$ cat config.mk
export PLATFORM = sky130hd
export DESIGN_NAME = dc_huffman_cozucu
export DESIGN_NICKNAME = d
export VERILOG_FILES = /design/src/rtl/dc_huffman_cozucu.sv
export SDC_FILE = /design/constraint.sdc
export NUM_CORES = 1
export LEC_CHECK = 0
export ABC_AREA = 1
export BUFFER_PORTS_ARGS = -buffer_cell sky130_fd_sc_hd__buf_4
export CORE_UTILIZATION = 62
export CTS_BUF_LIST = sky130_fd_sc_hd__clkbuf_4
export CTS_CLUSTER_DIAMETER = 50
export DETAILED_ROUTE_END_ITERATION = 8
export PLACE_DENSITY = 0.83
export SYNTH_ARGS = -nofsm -noshare
export SYNTH_HDL_FRONTEND = slang
export SYNTH_SLANG_ARGS = --single-unit
export TNS_END_PERCENT = 100
$ cat constraint.sdc
create_clock -name clk_i -period 3.7 [get_ports clk_i]
set_input_delay 0.925 -clock clk_i [delete_from_list [all_inputs] [get_ports clk_i]]
set_output_delay 0.925 -clock clk_i [all_outputs]
set_load 0.05 [all_outputs]
$ cat src/rtl/dc_huffman_cozucu.sv
// Serial JPEG baseline DC decoder: walks the luma/chroma DC Huffman code one bit at a time,
// then collects the magnitude bits. Optional macro DC_TAHMIN_EN adds per-component DC predictors.
module dc_huffman_cozucu #(
    parameter int DEGER_W  = 12,
    parameter int MAKS_KAT = 11
) (
    input  logic               clk_i,
    input  logic               rst_i,
    input  logic               bit_i,
    input  logic               bit_gecerli_i,
    output logic               bit_hazir_o,
    input  logic [1:0]         kanal_i,
    input  logic               tahmin_sifirla_i,
    output logic               cikis_gecerli_o,
    input  logic               cikis_hazir_i,
    output logic [3:0]         kategori_o,
    output logic [DEGER_W-1:0] fark_o,
    output logic [DEGER_W-1:0] dc_o,
    output logic [1:0]         kanal_o,
    output logic               hata_o
);

    // Handshakes: a bit moves on bit_gecerli_i & bit_hazir_o; a result moves on
    // cikis_gecerli_o & cikis_hazir_i. Both are sampled on the rising clock edge.
    typedef enum logic [1:0] {KOD = 2'd0, EK = 2'd1, CIKIS = 2'd2} durum_t;

    durum_t             durum_q, durum_d;
    logic [10:0]        kod_q, kod_d;
    logic [3:0]         uzun_q, uzun_d;
    logic [1:0]         kanal_q, kanal_d;
    logic [3:0]         kalan_q, kalan_d;
    logic [3:0]         kat_q, kat_d;
    logic [9:0]         v_q, v_d;
    logic [3:0]         kategori_q, kategori_d;
    logic [DEGER_W-1:0] fark_q, fark_d;
    logic [1:0]         kanal_out_q, kanal_out_d;
    logic               hata_q, hata_d;

    logic [10:0]        kod_n;
    logic [3:0]         uzun_n;
    logic [1:0]         kanal_sel;
    logic [10:0]        uzun_maske;
    logic               onek_bir;
    logic               eslesme;
    logic [3:0]         eslesen_kat;
    logic               kod_hata;
    logic [10:0]        v_n;
    logic [DEGER_W-1:0] v_ext;
    logic [DEGER_W-1:0] ek_maske;
    logic               sonuc_yaz;
    logic [DEGER_W-1:0] sonuc_fark;
    logic [3:0]         sonuc_kat;
    logic [1:0]         sonuc_kanal;

    // Table lookup for the code as it would be after accepting bit_i.
    always_comb begin
        kod_n       = {kod_q[9:0], bit_i};
        uzun_n      = uzun_q + 4'd1;
        kanal_sel   = (uzun_q == 4'd0) ? kanal_i : kanal_q;
        uzun_maske  = (11'd1 << uzun_q) - 11'd1;
        // All previously accepted code bits are ones (true for an empty code).
        onek_bir    = &(kod_q | ~uzun_maske);
        eslesme     = 1'b0;
        eslesen_kat = 4'd0;
        kod_hata    = 1'b0;
        if (kanal_sel == 2'd3) begin
            kod_hata = 1'b1;
        end else if (kanal_sel == 2'd0) begin
            if (uzun_n == 4'd2 && kod_n[1:0] == 2'b00) begin
                eslesme = 1'b1;
            end else if (uzun_n == 4'd3 && kod_n[2:0] != 3'b111) begin
                eslesme     = 1'b1;
                eslesen_kat = {1'b0, kod_n[2:0]} - 4'd1;
            end else if (uzun_n >= 4'd4 && onek_bir && !bit_i) begin
                eslesme     = 1'b1;
                eslesen_kat = uzun_n + 4'd2;
            end else if (uzun_n == 4'd9 && onek_bir && bit_i) begin
                kod_hata = 1'b1;
            end
        end else begin
            if (uzun_n == 4'd2 && kod_n[1:0] != 2'b11) begin
                eslesme     = 1'b1;
                eslesen_kat = {2'b00, kod_n[1:0]};
            end else if (uzun_n >= 4'd3 && onek_bir && !bit_i) begin
                eslesme     = 1'b1;
                eslesen_kat = uzun_n;
            end else if (uzun_n == 4'd11 && onek_bir && bit_i) begin
                kod_hata = 1'b1;
            end
        end
        if (eslesme && int'(eslesen_kat) > MAKS_KAT) begin
            kod_hata = 1'b1;
        end
    end

    // Magnitude: a leading 0 marks a negative difference, V - (2^k - 1).
    always_comb begin
        v_n      = {v_q, bit_i};
        v_ext    = DEGER_W'(v_n);
        ek_maske = (DEGER_W'(1) << kat_q) - DEGER_W'(1);
    end

    always_comb begin
        durum_d     = durum_q;
        kod_d       = kod_q;
        uzun_d      = uzun_q;
        kanal_d     = kanal_q;
        kalan_d     = kalan_q;
        kat_d       = kat_q;
        v_d         = v_q;
        hata_d      = 1'b0;
        sonuc_yaz   = 1'b0;
        sonuc_fark  = '0;
        sonuc_kat   = 4'd0;
        sonuc_kanal = kanal_q;
        unique case (durum_q)
            KOD: begin
                if (bit_gecerli_i) begin
                    kod_d   = kod_n;
                    uzun_d  = uzun_n;
                    kanal_d = kanal_sel;
                    if (kod_hata) begin
                        hata_d  = 1'b1;
                        kod_d   = '0;
                        uzun_d  = 4'd0;
                        kanal_d = 2'd0;
                    end else if (eslesme) begin
                        kod_d  = '0;
                        uzun_d = 4'd0;
                        if (eslesen_kat == 4'd0) begin
                            sonuc_yaz   = 1'b1;
                            sonuc_kanal = kanal_sel;
                            durum_d     = CIKIS;
                        end else begin
                            kalan_d = eslesen_kat;
                            kat_d   = eslesen_kat;
                            v_d     = '0;
                            durum_d = EK;
                        end
                    end
                end
            end
            EK: begin
                if (bit_gecerli_i) begin
                    v_d     = v_n[9:0];
                    kalan_d = kalan_q - 4'd1;
                    if (kalan_q == 4'd1) begin
                        sonuc_yaz  = 1'b1;
                        sonuc_kat  = kat_q;
                        sonuc_fark = v_n[kat_q - 4'd1] ? v_ext : (v_ext - ek_maske);
                        durum_d    = CIKIS;
                    end
                end
            end
            CIKIS: begin
                if (cikis_hazir_i) begin
                    durum_d = KOD;
                end
            end
            default: durum_d = KOD;
        endcase
        kategori_d  = sonuc_yaz ? sonuc_kat : kategori_q;
        fark_d      = sonuc_yaz ? sonuc_fark : fark_q;
        kanal_out_d = sonuc_yaz ? sonuc_kanal : kanal_out_q;
    end

    always_ff @(posedge clk_i or posedge rst_i) begin
        if (rst_i) begin
            durum_q     <= KOD;
            kod_q       <= '0;
            uzun_q      <= 4'd0;
            kanal_q     <= 2'd0;
            kalan_q     <= 4'd0;
            kat_q       <= 4'd0;
            v_q         <= '0;
            kategori_q  <= 4'd0;
            fark_q      <= '0;
            kanal_out_q <= 2'd0;
            hata_q      <= 1'b0;
        end else begin
            durum_q     <= durum_d;
            kod_q       <= kod_d;
            uzun_q      <= uzun_d;
            kanal_q     <= kanal_d;
            kalan_q     <= kalan_d;
            kat_q       <= kat_d;
            v_q         <= v_d;
            kategori_q  <= kategori_d;
            fark_q      <= fark_d;
            kanal_out_q <= kanal_out_d;
            hata_q      <= hata_d;
        end
    end

`ifdef DC_TAHMIN_EN
    logic [DEGER_W-1:0] tahmin_q [3];
    logic [DEGER_W-1:0] tahmin_d [3];
    logic [DEGER_W-1:0] dc_q, dc_d;

    // A restart clear applies before the commit, so a coinciding result starts from zero.
    always_comb begin
        for (int i = 0; i < 3; i++) begin
            tahmin_d[i] = tahmin_sifirla_i ? '0 : tahmin_q[i];
        end
        dc_d = dc_q;
        if (sonuc_yaz) begin
            case (sonuc_kanal)
                2'd0: begin dc_d = tahmin_d[0] + sonuc_fark; tahmin_d[0] = dc_d; end
                2'd1: begin dc_d = tahmin_d[1] + sonuc_fark; tahmin_d[1] = dc_d; end
                2'd2: begin dc_d = tahmin_d[2] + sonuc_fark; tahmin_d[2] = dc_d; end
                default: dc_d = sonuc_fark;
            endcase
        end
    end

    always_ff @(posedge clk_i or posedge rst_i) begin
        if (rst_i) begin
            dc_q <= '0;
            for (int i = 0; i < 3; i++) begin
                tahmin_q[i] <= '0;
            end
        end else begin
            dc_q <= dc_d;
            for (int i = 0; i < 3; i++) begin
                tahmin_q[i] <= tahmin_d[i];
            end
        end
    end

    assign dc_o = dc_q;
`else
    logic unused_tahmin_sifirla;
    assign unused_tahmin_sifirla = tahmin_sifirla_i;
    assign dc_o = fark_q;
`endif

    assign bit_hazir_o     = (durum_q != CIKIS);
    assign cikis_gecerli_o = (durum_q == CIKIS);
    assign kategori_o      = kategori_q;
    assign fark_o          = fark_q;
    assign kanal_o         = kanal_out_q;
    assign hata_o          = hata_q;

endmodule

==> results.py <==
metrics = {
    "synth": {
        "synth_top_area_share_pct": 32.2,
        "ys_seq_area_share_pct": 32.2,
        "count_of_state_elements_after_synthesis": 56,
        "post_synth_instance_area_sq_um": 4350,
        "asyncSetResetFlopFracSynth_pct": 100,
        "synth_top_area_cell": "sky130_fd_sc_hd__dfrtp_1",
        "syn_nets": 639,
        "syn_area_per_cell_sq_um": 7.35,
        "netlist_instances": 591,
        "netlist_top_cells_area": "sky130_fd_sc_hd__dfrtp_1 (32%), sky130_fd_sc_hd__nand2_1 (15%), sky130_fd_sc_hd__ha_1 (11%)",
        "synth.distinct_cells": 42,
        "postSynth.topFlopCell": "sky130_fd_sc_hd__dfrtp_1",
        "synth-warning-count": 0,
        "synth-edff-count": 0,
    },
    "critical_path": {
        "setup.worst_path.start_class": "flip-flop",
        "critPathMaxStageDelay_ns": 0.53,
        "worstPathRequired_ns": 4.04,
        "destination_of_the_critical_timing_path": "dc_o[11]",
        "crit_start": "kat_q[0]",
        "worstPathCellList": "clkinv_1, buf_4, ha_1, nand3_1, ha_1, ha_1, fa_1, nand3_1, nand2_1, a21oi_1, nor2_1, nor2_1, o21ai_0, and2_1, o21ai_0, nand2_1, a21oi_1, o21ai_0, nand2_1",
        "worst-path-max-fanout": 10,
        "critical_path.n_buffers_inverters": 2,
        "timing.critical_path.arrival_ns": 3.68,
        "r2r_setup_slack_ns": 0.35,
        "worst_path_dominant_cell_family": "adder cells",
        "worstRegToRegCells": 19,
        "crit_type": "flip-flop to flip-flop",
        "r2r_start": "kat_q[0]",
        "timing.critical_path.to_type": "flip-flop",
        "critPathSlowestCell": "sky130_fd_sc_hd__dfrtp_1",
        "worstSetupPathDepth": 19,
        "regToRegEndpoint": "dc_o[11]",
    },
    "power": {
        "ir_worst_vdd_mv": 0.533,
        "finalPower_mw": 4.47,
        "power.share.switching_pct": 56.0,
        "cell_internal_pwr_mw": 1.97,
        "static-leakage-power_nw": 2.50,
        "clock_share_of_power_pct": 9.0,
        "power_switching_mw": 2.50,
        "sequentialPowerShare_pct": 20.3,
        "powerDensity_nw_per_um2": 937,
        "power_frac_comb_pct": 70.7,
    },
    "cts": {
        "clk_pin_slew_ns": 0.17,
        "clkSinkCount": 56,
        "clockRootBuffer": "sky130_fd_sc_hd__clkbuf_4",
        "tritoncts": "done",
        "num_cts_buffers": 5,
        "cts.hold.buffers_added": 0,
        "cts.path.max_buffers": 2,
        "clock_tree.htree_level_count": 2,
        "insertion_delay_ns": 0.39,
    },
    "floorplanning": {
        "die_height_um": 85.7,
        "core_area_sq_um": 6790,
        "top_level_ports": 41,
        "start_util_pct": 64.0,
        "num_rows": 30,
        "die_ar_sq_um": 7350,
        "die_w_um": 85.7,
    },
    "timing": {
        "drv_slew": 0,
        "skew_ns": 0.0155,
        "setup_viol": 0,
        "fin_crit_sh_pct": 90.5,
        "unrepaired_setup_endpoints_after_global_routing": "false",
        "clock.fmax_mhz": 299,
        "min_period_ns": 3.35,
        "slew_headroom_pct": 50.7,
        "setup_total_negative_slack_ns": 0,
        "worst_pin_slew_ns": 0.738,
        "timing.final.hold_violations": 0,
    },
    "grt": {
        "pin_count_of_the_biggest_net_entering_global_routing": 38,
        "grt_antenna_before_repair": 0,
        "grt-ovfl-total": 0,
        "global_route.usage.total_pct": 28.9,
        "grt_pass1_vias": 3700,
        "wire_length_of_the_first_global_routing_pass_um": 17100,
    },
    "placement": {
        "port-buffer-count": 39,
        "placed_wire_length_estimate_um": 7730,
        "gp_congestion": 0.909,
    },
    "detailed_routing": {
        "routed-via-count": 4050,
        "drt_pass1_iterations": 4,
        "drt_iter0_markers": 323,
        "finalWirelength_um": 10200,
        "drc": 0,
        "wire_per_inst_um": 14.3,
        "drt-vias-per-instance": 5.67,
        "antenna_left": 0,
    },
    "cells_and_area": {
        "fin_nets": 666,
        "layout-area-overhead-vs-synth_pct": 9.70,
        "fill_cells": 550,
        "n_diodes": 0,
        "drive_above_1_share_pct": 14.1,
    },
    "job": {
        "cap_violations": 0,
    },
    "hold_path": {
        "hold_path.class": "flip-flop to flip-flop",
    },
    "status": {
        "status": "finished, final reports clean",
    },
}
-- logic make-up (layout without fill, tap and decap cells) --
family	count (synthesis)	in the layout	synth area share [%]
simple gates	296	296	30.8
buf+inv	101	128	10.5
fa+ha+maj	40	40	11.7
xor+xnor	12	12	2.59
flops	56	56	32.2
compound gates	86	86	12.1
-- area by class of cell --
class | count | area [sq um] | area share [%]
well taps | 96 | 120 | 2.52
repair buffers | 48 | 373 | 7.82
inverters | 73 | 277 | 5.80
flip-flops and latches | 56 | 1400 | 29.4
clock buffers | 5 | 37.5 | 0.787
multi-input cells | 434 | 2500 | 52.4
clock inverters | 2 | 60.1 | 1.26
-- cell usage after synthesis (6+ instances only) --
cell and instances:
sky130_fd_sc_hd__nand2_1 171, sky130_fd_sc_hd__o211ai_1 12, sky130_fd_sc_hd__o21ai_0 23, sky130_fd_sc_hd__buf_4 13, sky130_fd_sc_hd__o22ai_1 16, sky130_fd_sc_hd__clkbuf_1 8
sky130_fd_sc_hd__o21ai_1 6, sky130_fd_sc_hd__nand3_1 44, sky130_fd_sc_hd__nor2_1 31, sky130_fd_sc_hd__ha_1 39, sky130_fd_sc_hd__a21oi_1 19, sky130_fd_sc_hd__xnor2_1 6
sky130_fd_sc_hd__dfrtp_1 56, sky130_fd_sc_hd__inv_1 64, sky130_fd_sc_hd__nand4_1 25
-- stage by stage --
step	utilization, %	setup slack (ns)	std cells	area, sq um	hold WS, ns
after floorplan	-	0.681	591	4350	0.442
after global placement	68.3	0.370	706	4640	0.454
after detailed placement	68.3	0.282	706	4640	0.459
after CTS	69.7	0.254	713	4730	0.496
after global routing	70.2	0.0161	714	4770	0.535
final	70.2	0.353	714	4770	0.494
-- routing by layer --
metal  GRT usage, %  wire [um]  vias to the layer above
met5              0          0                        -
met4           7.27        143                        0
met3           3.37        547                       11
met2           46.8       4640                      133
met1           41.5       4880                     1910
li1               -          -                     1996
-- power by group through the flow --
stage / logic [mW] / clock network, mW / registers (mW)
global route: 3.48 / 0.428 / 0.927
floorplan: 2.24 / 0 / 1.12
global placement: 2.96 / 0 / 0.908
CTS: 3.09 / 0.401 / 0.905
finish: 3.16 / 0.404 / 0.905
detailed placement: 3.07 / 0 / 0.918
-- tightest hold or removal path: stages, from the launching register on --
cell	delay [ns]
sky130_fd_sc_hd__dfrtp_1	0.38
sky130_fd_sc_hd__nand2_1	0.05
sky130_fd_sc_hd__nand2_1	0.05
-- state kept, by name, summed over array words and instances (netlist names), 4 cells and up --
name        cells
dc_o           12
kalan_q         4
kat_q           4
kategori_o      4
kod_q          11
uzun_q          4
v_q            10
-- worst min-delay path by stage --
| stage | cells after the start | slack [ns] | to | start |
|---|---|---|---|---|
| global route | 2 | 0.53 | kalan_q[1] | kalan_q[1] |
| detailed placement | 2 | 0.46 | v_q[0] | v_q[0] |
| finish | 2 | 0.49 | kalan_q[3] | kalan_q[3] |
| CTS | 2 | 0.50 | v_q[0] | v_q[0] |
| global placement | 2 | 0.45 | v_q[0] | v_q[0] |
| floorplan | 2 | 0.44 | kalan_q[1] | kalan_q[1] |
-- layout by cell type (no fill, tap or decap), types with 2 or more instances in the layout --
master	count
sky130_fd_sc_hd__nand3_2	2
sky130_fd_sc_hd__buf_4	47
sky130_fd_sc_hd__inv_2	6
sky130_fd_sc_hd__clkinv_1	3
sky130_fd_sc_hd__o31ai_1	2
sky130_fd_sc_hd__nand3_1	44
sky130_fd_sc_hd__xnor2_1	6
sky130_fd_sc_hd__o21ai_2	2
sky130_fd_sc_hd__o21ai_1	6
sky130_fd_sc_hd__a21oi_1	19
sky130_fd_sc_hd__ha_1	38
sky130_fd_sc_hd__nor2_2	3
sky130_fd_sc_hd__nor3_1	3
sky130_fd_sc_hd__bufinv_16	2
sky130_fd_sc_hd__nand2_2	3
sky130_fd_sc_hd__inv_1	63
sky130_fd_sc_hd__nand4_1	25
sky130_fd_sc_hd__dfrtp_1	56
sky130_fd_sc_hd__nor3_2	2
sky130_fd_sc_hd__o211ai_1	12
sky130_fd_sc_hd__o21ai_0	23
sky130_fd_sc_hd__nand2_1	171
sky130_fd_sc_hd__xor2_1	5
sky130_fd_sc_hd__o22ai_1	16
sky130_fd_sc_hd__clkbuf_4	5
sky130_fd_sc_hd__or2_2	2
sky130_fd_sc_hd__nor2_4	5
sky130_fd_sc_hd__nor2_1	31
-- what timing repair did --
item / in CTS / in global routing
gates resized for setup: 0 / 3
setup buffers: 0 / 1
endpoints found under the setup margin: 0 / 48
(Power assumes the default switching activity.)
